### src/rtl/calc_pkg.sv
// Shared encodings for the sequential calculator: operation codes and FSM states.
package calc_pkg;

    localparam logic [2:0] OP_ADD   = 3'b000;
    localparam logic [2:0] OP_SUB   = 3'b001;
    localparam logic [2:0] OP_ABSB  = 3'b010;
    localparam logic [2:0] OP_ABSB2 = 3'b011;
    localparam logic [2:0] OP_RADD  = 3'b100;
    localparam logic [2:0] OP_RSUB  = 3'b101;
    localparam logic [2:0] OP_ABSA  = 3'b110;
    localparam logic [2:0] OP_MUL   = 3'b111;

    typedef enum logic [1:0] {
        S_IDLE = 2'd0,
        S_EXEC = 2'd1,
        S_MUL  = 2'd2,
        S_FIX  = 2'd3
    } state_t;

endpackage

### src/rtl/calc_shift_add_mul.sv
// Iterative unsigned W x W shift-add multiplier; one partial product per step.
module calc_shift_add_mul #(
    parameter int W = 4
) (
    input  logic             clk,
    input  logic             rst_n,
    input  logic             load,
    input  logic             step,
    input  logic [W-1:0]     mcand,
    input  logic [W-1:0]     mplier,
    output logic [2*W-1:0]   product,
    output logic             last
);
    localparam int CW = (W > 1) ? $clog2(W) : 1;

    logic [2*W-1:0] prod_q, prod_d;
    logic [W-1:0]   mcand_q, mcand_d;
    logic [CW-1:0]  cnt_q, cnt_d;
    logic [W:0]     sum;

    // Multiplier sits in the low half and is consumed LSB-first as the product shifts right.
    always_comb begin
        prod_d  = prod_q;
        mcand_d = mcand_q;
        cnt_d   = cnt_q;
        sum     = {1'b0, prod_q[2*W-1:W]} + (prod_q[0] ? {1'b0, mcand_q} : '0);
        if (load) begin
            prod_d  = {{W{1'b0}}, mplier};
            mcand_d = mcand;
            cnt_d   = CW'(W - 1);
        end else if (step) begin
            prod_d = {sum, prod_q[W-1:1]};
            if (cnt_q != '0) begin
                cnt_d = cnt_q - CW'(1);
            end
        end
    end

    always_ff @(posedge clk or negedge rst_n) begin
        if (!rst_n) begin
            prod_q  <= '0;
            mcand_q <= '0;
            cnt_q   <= '0;
        end else begin
            prod_q  <= prod_d;
            mcand_q <= mcand_d;
            cnt_q   <= cnt_d;
        end
    end

    assign product = prod_q;
    assign last    = (cnt_q == '0);

endmodule

### src/rtl/calc_seq_alu.sv
// Clocked signed calculator: single-cycle add/sub/abs, iterative multiply, accumulator chaining.
//  state  | meaning
//  IDLE   | waiting for START, operands latched on START
//  EXEC   | single-cycle op: write R/OVF, pulse DONE
//  MUL    | one shift-add iteration per cycle
//  FIX    | apply product sign, write R/OVF, pulse DONE
module calc_seq_alu
    import calc_pkg::*;
#(
    parameter int W = 4
) (
    input  logic         CLOCK_50,
    input  logic         RESET_N,
    input  logic         START,
    input  logic [2:0]   OP,
    input  logic [W-1:0] A,
    input  logic [W-1:0] B,
    input  logic         ACC,
    input  logic         CLR_OVF,
    output logic         BUSY,
    output logic         DONE,
    output logic [W-1:0] R,
    output logic         OVF,
    output logic         OVF_STICKY
);
    localparam logic [W-1:0] MIN_VAL = {1'b1, {(W-1){1'b0}}};

    state_t         state_q, state_d;
    logic [W-1:0]   a_q, a_d, b_q, b_d, r_q, r_d;
    logic [2:0]     op_q, op_d;
    logic           neg_q, neg_d;
    logic           ovf_q, ovf_d, sticky_q, sticky_d;
    logic           done_q, done_d, busy_q, busy_d;

    logic [W-1:0]   a_sel, mag_a, mag_b;
    logic           mul_load, mul_step, mul_last;
    logic [2*W-1:0] product, sprod;
    logic [W:0]     sprod_hi;
    logic           mul_ovf;
    logic [W-1:0]   add_s, sub_ab, sub_ba, abs_a, abs_b, ex_res;
    logic           ex_ovf;

    calc_shift_add_mul #(.W(W)) u_mul (
        .clk     (CLOCK_50),
        .rst_n   (RESET_N),
        .load    (mul_load),
        .step    (mul_step),
        .mcand   (mag_a),
        .mplier  (mag_b),
        .product (product),
        .last    (mul_last)
    );

    always_comb begin
        a_sel = ACC ? r_q : A;
        mag_a = a_sel[W-1] ? ('0 - a_sel) : a_sel;
        mag_b = B[W-1] ? ('0 - B) : B;

        sprod    = neg_q ? ('0 - product) : product;
        sprod_hi = sprod[2*W-1:W-1];
        // Fits in W bits only if the top W+1 bits are a pure sign extension.
        mul_ovf  = (sprod_hi != '0) && (sprod_hi != '1);

        add_s  = a_q + b_q;
        sub_ab = a_q - b_q;
        sub_ba = b_q - a_q;
        abs_a  = a_q[W-1] ? ('0 - a_q) : a_q;
        abs_b  = b_q[W-1] ? ('0 - b_q) : b_q;

        ex_res = '0;
        ex_ovf = 1'b0;
        case (op_q)
            OP_ADD, OP_RADD: begin
                ex_res = add_s;
                ex_ovf = (a_q[W-1] == b_q[W-1]) && (add_s[W-1] != a_q[W-1]);
            end
            OP_SUB: begin
                ex_res = sub_ab;
                ex_ovf = (a_q[W-1] != b_q[W-1]) && (sub_ab[W-1] != a_q[W-1]);
            end
            OP_RSUB: begin
                ex_res = sub_ba;
                ex_ovf = (b_q[W-1] != a_q[W-1]) && (sub_ba[W-1] != b_q[W-1]);
            end
            OP_ABSB, OP_ABSB2: begin
                ex_res = abs_b;
                ex_ovf = (b_q == MIN_VAL);
            end
            OP_ABSA: begin
                ex_res = abs_a;
                ex_ovf = (a_q == MIN_VAL);
            end
            default: begin
                ex_res = '0;
                ex_ovf = 1'b0;
            end
        endcase
    end

    always_comb begin
        state_d  = state_q;
        a_d      = a_q;
        b_d      = b_q;
        op_d     = op_q;
        neg_d    = neg_q;
        r_d      = r_q;
        ovf_d    = ovf_q;
        sticky_d = CLR_OVF ? 1'b0 : sticky_q;
        done_d   = 1'b0;
        mul_load = 1'b0;
        mul_step = 1'b0;

        case (state_q)
            S_IDLE: begin
                if (START) begin
                    a_d   = a_sel;
                    b_d   = B;
                    op_d  = OP;
                    neg_d = a_sel[W-1] ^ B[W-1];
                    if (OP == OP_MUL) begin
                        mul_load = 1'b1;
                        state_d  = S_MUL;
                    end else begin
                        state_d  = S_EXEC;
                    end
                end
            end
            S_EXEC: begin
                r_d     = ex_res;
                ovf_d   = ex_ovf;
                done_d  = 1'b1;
                state_d = S_IDLE;
                if (ex_ovf) sticky_d = 1'b1;
            end
            S_MUL: begin
                mul_step = 1'b1;
                if (mul_last) state_d = S_FIX;
            end
            S_FIX: begin
                r_d     = sprod[W-1:0];
                ovf_d   = mul_ovf;
                done_d  = 1'b1;
                state_d = S_IDLE;
                if (mul_ovf) sticky_d = 1'b1;
            end
            default: state_d = S_IDLE;
        endcase

        busy_d = (state_d != S_IDLE);
    end

    always_ff @(posedge CLOCK_50 or negedge RESET_N) begin
        if (!RESET_N) begin
            state_q  <= S_IDLE;
            a_q      <= '0;
            b_q      <= '0;
            op_q     <= '0;
            neg_q    <= 1'b0;
            r_q      <= '0;
            ovf_q    <= 1'b0;
            sticky_q <= 1'b0;
            done_q   <= 1'b0;
            busy_q   <= 1'b0;
        end else begin
            state_q  <= state_d;
            a_q      <= a_d;
            b_q      <= b_d;
            op_q     <= op_d;
            neg_q    <= neg_d;
            r_q      <= r_d;
            ovf_q    <= ovf_d;
            sticky_q <= sticky_d;
            done_q   <= done_d;
            busy_q   <= busy_d;
        end
    end

    assign BUSY       = busy_q;
    assign DONE       = done_q;
    assign R          = r_q;
    assign OVF        = ovf_q;
    assign OVF_STICKY = sticky_q;

endmodule

### config.mk
export PLATFORM = sky130hd
export DESIGN_NAME = calc_seq_alu
export DESIGN_NICKNAME = d
export VERILOG_FILES = /design/src/rtl/calc_pkg.sv /design/src/rtl/calc_shift_add_mul.sv /design/src/rtl/calc_seq_alu.sv
export SDC_FILE = /design/constraint.sdc
export NUM_CORES = 1
export LEC_CHECK = 0
export ABC_AREA = 1
export BUFFER_PORTS_ARGS = -buffer_cell sky130_fd_sc_hd__buf_2
export CORE_MARGIN = 2
export CORE_UTILIZATION = 59
export CTS_CLUSTER_DIAMETER = 120
export DETAILED_ROUTE_END_ITERATION = 6
export GPL_ROUTABILITY_DRIVEN = 0
export PLACE_DENSITY = 0.79
export SLEW_MARGIN = 20
export SYNTH_ARGS = -nofsm -noshare
export SYNTH_HDL_FRONTEND = slang
export SYNTH_SLANG_ARGS = --single-unit
### constraint.sdc
create_clock -name CLOCK_50 -period 2.6 [get_ports CLOCK_50]
set_clock_uncertainty 0.05 [all_clocks]
set_input_delay 0.39 -clock CLOCK_50 [delete_from_list [all_inputs] [get_ports CLOCK_50]]
set_output_delay 0.39 -clock CLOCK_50 [all_outputs]
set_load 0.05 [all_outputs]
==> metrics, run 1 <==
status finished, final reports clean; GRT Total Usage 0.2651; DRC 0; post-CTS setup buffer count 0; synthesized area per cell 7.430 sq um; clk slew on worst S/H paths roughly 70 ps; final wirelength roughly 6.0 mm; Setup violations, final 0; initial antenna violation count 0; Initial Utilization 0.6100; Crit Path Class register to register; maximum fanout along the worst path 6; max incr delay on CP about 500 ps; Synth Flop Type dfrtp_1; CP Launch Type register; CP max-delay cell dfrtp_1; # diodes 0; hpwl dp roughly 4.7 mm; die footprint 0.005021 sq mm; GRT overflow 0; length of the first detailed-routing pass in iterations 4; most frequent cells in the layout nand2_1 (81), inv_1 (48), dfrtp_1 (36); number of nets in the layout about 420; Yosys reg bits 36; Area after DPL about 0.0028 sq mm; clock latency on the worst-skew pair ~290 ps; CTS root buf clkbuf_8; Syn Inst Count roughly 360; largest net degree at the start of global routing 37; number of top-level pins 24; mapped cell area approximately 0.0026 sq mm; register area share after synthesis 0.3416; CTS H-tree depth 2; RSZ-0062 raised after global routing no; fin cells 432; CTS Hold Bufs 0; CP cell instances inv_1, ha_1, nand3_1, nand2_1, o21ai_1, nor2_1, nor2_1, nand2_1, nand2_1, nand2_1, nand2_1, nand2_1; Port Buffer Count 23; power per cell area 1171 mW/mm^2; commonest non-fill, non-tap cell in the layout nand2_1; CTS tree yes; P_leak between 1.5 and 2 nW; Chip Height approximately 71 um; first-pass GRT wire length 10.41 mm; CTS sink count 36; Num CTS Buffers 5; fin. max-slew vios 0; synth-to-layout area growth 8.444%; clock buffer depth 2; mean number of vias per cell 5.495; Die X between 70 and 80 um; Slew @ Worst Pin ~800 ps; Rows 24; final hold vios 0; Slew HR 0.4742; total power 3.350 mW; IR drop worst, VDD between 0.5 and 0.6 mV; vias 2374; Avg WL per Cell around 14 um; worst hold slack around 130 ps; Arrival @ worst endpoint between 2000 and 2500 ps; total negative slack 0 ps; Crit. End Element register; ANT nets after route 0; post-route cell area roughly 0.0029 sq mm; total placed cells including tap cells around 420; Post-synth ARST share 1.000; Yosys cell types 36; layout cells sized above 1 0.1737; max frequency 501.3 MHz; vias in the first global route 2257; Top cell by count, worst path nand2_1; Hold Crit Class input port to async pin; Syn Nets 394; CTS-repair resized insts 0; Iter 0 DRT Violations 190; Period minus WS final 1995 ps; period utilisation layout 0.7672; core area approximately 0.0043 sq mm; WP data required about 2700 ps; Max-Cap Viols 0; Synth Warn # 0; Post-synth EDFFs 0
[cells by family (layout without fill, tap and decap cells)]
logic type	after synthesis	count (layout)	share of synthesized area
simple gates	165	165	0.2846
flops	36	36	0.3416
xor+xnor	5	5	0.01660
fa+ha+maj	23	23	0.1205
buf+inv	65	90	0.1044
compound gates	61	61	0.1324
[critical path: cells and delay by family, from the launching register on]
family,cells,cell delay [ps]
AO/OA/AOI/OAI,1,170
adder cells (fa/ha/maj),1,360
buffers and inverters,1,180
AND/OR/NAND/NOR,9,630
flip-flops,1,500
[report_power, final]
group | internal (mW) | total (mW) | leakage (nW) | switching, mW
registers | 0.775 | 1.04 | 0.447 | 0.261
logic | 0.647 | 1.90 | 1.02 | 1.26
clock network | 0.216 | 0.410 | 0.0455 | 0.194
[stage by stage]
stage                 util  worst slack, ps
floorplan                -            821.9
global placement    0.6406            643.1
detailed placement  0.6406            610.9
CTS                 0.6615            605.2
global route        0.6615            383.2
finish              0.6615            605.3
[synth_stat cells, types with 4 or more instances]
library cell	instances	area share
o21ai_1	7	0.013
nor2_1	29	0.041
fa_1	4	0.030
nand2_2	8	0.019
ha_1	19	0.090
o21ai_0	25	0.047
a22oi_1	4	0.011
nand3_1	22	0.042
o22ai_1	5	0.012
nand4_1	4	0.0095
a21oi_1	9	0.017
nor2_2	7	0.017
inv_2	9	0.013
xor2_1	4	0.013
inv_1	48	0.068
dfrtp_1	36	0.34
nand2_1	81	0.12
nor3_1	4	0.0076
[sequential cells by signal, summed over array words and instances (netlist names)]
name           cells
BUSY               1
DONE               1
OVF                1
OVF_STICKY         1
R                  4
a_q                4
b_q                4
neg_q              1
op_q               3
state_q            2
u_mul.cnt_q        2
u_mul.mcand_q      4
u_mul.product      8
[metal layers]
metal	GRT usage	wire length (um)	up-vias
met5	0	0	-
met4	0.09434	125	0
met3	0.06695	387	12
met2	0.3936	2576	74
met1	0.3795	2885	1099
li1	-	-	1189
[path summary, 6_finish.rpt]
check	start	endpoint	slack, ps	cells after the start
max in group asynchronous	RESET_N	u_mul.mcand_q[0]$_DFFE_PN0P_	1870	1
worst max register to register	a_q[1]$_DFFE_PN0P_	OVF_STICKY$_DFF_PN0_	610	12
worst max-delay path	a_q[1]$_DFFE_PN0P_	OVF_STICKY$_DFF_PN0_	610	12
worst min-delay path	RESET_N	R[1]$_DFFE_PN0N_	130	1
worst min register to register	OVF_STICKY$_DFF_PN0_	OVF_STICKY$_DFF_PN0_	420	2
min in group CLOCK_50	OP[0]	op_q[0]$_DFFE_PN0P_	270	3
[layout make-up]
cell class,count,area [sq um]
fill,397,1464
multi-input combinational,254,1461
sequential,36,900.9
inverter,58,220.2
timing repair buffer,24,122.6
clock buffer,8,90.09
tap,52,65.06
No activity file was read; power rests on OpenSTA's default activity.
==> run 2, diff against run 1 <==
--- a/config.mk
+++ b/config.mk
@@ -8,11 +8,11 @@
 export ABC_AREA = 1
 export BUFFER_PORTS_ARGS = -buffer_cell sky130_fd_sc_hd__buf_2
 export CORE_MARGIN = 2
-export CORE_UTILIZATION = 59
+export CORE_UTILIZATION = 54
 export CTS_CLUSTER_DIAMETER = 120
 export DETAILED_ROUTE_END_ITERATION = 6
 export GPL_ROUTABILITY_DRIVEN = 0
-export PLACE_DENSITY = 0.79
+export PLACE_DENSITY = 0.76
 export SLEW_MARGIN = 20
 export SYNTH_ARGS = -nofsm -noshare
 export SYNTH_HDL_FRONTEND = slang
==> constraint.sdc (replaced) <==
create_clock -name CLOCK_50 -period 1.6 [get_ports CLOCK_50]
set_clock_uncertainty 0.05 [all_clocks]
set_input_delay 0.24 -clock CLOCK_50 [delete_from_list [all_inputs] [get_ports CLOCK_50]]
set_output_delay 0.24 -clock CLOCK_50 [all_outputs]
set_load 0.05 [all_outputs]
==> metrics, run 2 (same netlist as run 1, synthesis figures left out) <==
DRC 0; fin. max-slew vios 0; mean number of vias per cell 5.490; CP Buf/Inv Count 1; final hold vios 0; clock latency on the worst-skew pair roughly 290 ps; Crit Path Class register to register; Chip Height around 74 um; Num CTS Buffers 5; period utilisation layout 1.157; Arrival @ worst endpoint ~2000 ps; max incr delay on CP between 400 and 500 ps; CP Launch Type register; failing checks negative setup slack; Crit. End Element register; power per cell area 1998 mW/mm^2; # diodes 0; layout cells sized above 1 0.3357; vias 2657; number of top-level pins 24; largest net degree at the start of global routing 17; Setup violations, final 7; initial antenna violation count 0; most frequent cells in the layout nand2_1 (77), inv_1 (40), buf_4 (36); Rows 25; Die X 73.89 um; Avg WL per Cell ~15 um; CP max-delay cell dfrtp_2; core area approximately 0.0047 sq mm; Max-Cap Viols 0; vias in the first global route 2407; max frequency about 540 MHz; Period minus WS final approximately 1900 ps; cell family with most CP delay flip-flops; length of the first detailed-routing pass in iterations 5; Slew @ Worst Pin ~420 ps; Iter 0 DRT Violations about 250; CTS root buf clkbuf_8; CP cell instances buf_4, fa_2, or2_1, nand3_1, nand2_1, o31ai_2, a22oi_1; R2R Setup Slk -250 ps; clock buffer depth 2; commonest non-fill, non-tap cell in the layout nand2_1; fillcell total between 300 and 400; Port Buffer Count 23; worst setup slack after placement -203.0 ps; Hold Crit Class input port to register; die footprint between 0.005 and 0.006 sq mm; final setup margin -251.2 ps; Initial Utilization 0.5584; CTS sink count 36; GRT overflow 0; WP data required around 1700 ps; hpwl dp roughly 5.1 mm; IR drop worst, VDD 1.097 mV; CTS H-tree depth 2; number of flip-flops in the largest register 8; clk slew on worst S/H paths approximately 70 ps; post-route cell area roughly 0.0033 sq mm; Area after DPL 0.003033 sq mm; final wirelength slightly above 7 mm; GRT Total Usage 0.2698; first-pass GRT wire length roughly 11 mm; number of nets in the layout 455; RSZ-0062 raised after global routing yes; ANT nets after route 0; fin util 0.7083; CTS tree yes; status finished with violations; Slew HR 0.7151; synth-to-layout area growth 26.85%; maximum fanout along the worst path 6; P_leak 1.704 nW
==> run 2: final timing paths <==
kind / start / to / cells after the start
worst max-delay path: a_q[1]$_DFFE_PN0P_ / R[2]$_DFFE_PN0N_ / 7
worst min-delay path: CLR_OVF / OVF_STICKY$_DFF_PN0_ / 4
worst max register to register: a_q[1]$_DFFE_PN0P_ / R[2]$_DFFE_PN0N_ / 7
worst min register to register: OVF_STICKY$_DFF_PN0_ / OVF_STICKY$_DFF_PN0_ / 2
max in group asynchronous: RESET_N / u_mul.product[1]$_DFFE_PN0P_ / 3
min in group asynchronous: RESET_N / OVF$_DFFE_PN0N_ / 2
==> run 2: stage by stage <==
stage / total power [mW] / std cells / TNS, ps / hold WS [ps]
4_1_cts: 6.302 / 479 / -870.5 / 118.0
6_report: 6.684 / 484 / -1029 / 121.9
3_5_place_dp: 5.211 / 464 / -1133 / 132.4
3_3_place_gp: 5.067 / 464 / -798.7 / 123.0
5_1_grt: 7.148 / 484 / -1716 / 121.0
2_1_floorplan: 4.168 / 355 / -225.6 / -105.6
==> run 2: per-layer routing <==
layer	routed length, um	global-route usage
met3	537	0.05624
met2	3224	0.4127
met4	245	0.1172
met5	0	0
met1	3163	0.3687
==> run 2: power by group <==
group / total (mW) / internal [mW] / switching, mW / leakage, nW
combinational: 4.11 / 1.65 / 2.46 / 1.20
clock: 0.887 / 0.550 / 0.337 / 0.0645
sequential: 1.69 / 1.27 / 0.418 / 0.442
==> run 2: worst register-to-register path, stage by stage, from the launching register on <==
cell and delay [ps]:
dfrtp_2 480, buf_4 170, fa_2 380, or2_1 240, nand3_1 70, nand2_1 70, o31ai_2 180, a22oi_1 90
==> run 2: final cells by class <==
type,instances,area (sq um),area share
repair buffers,61,406.6,0.1215
clock buffers,7,96.34,0.02880
flip-flops and latches,36,907.1,0.2711
inverters,58,227.7,0.06806
well taps,67,83.83,0.02506
multi-input cells,254,1594,0.4764
clock inverters,1,30.03,0.008975
==> run 2: repair_timing <==
action	in CTS	in global routing
hold buffers	1	0
resized for setup	17	12
pin swaps	5	12
buffers inserted	6	5
endpoints found under the setup margin	8	8
endpoints found under the hold margin	14	0
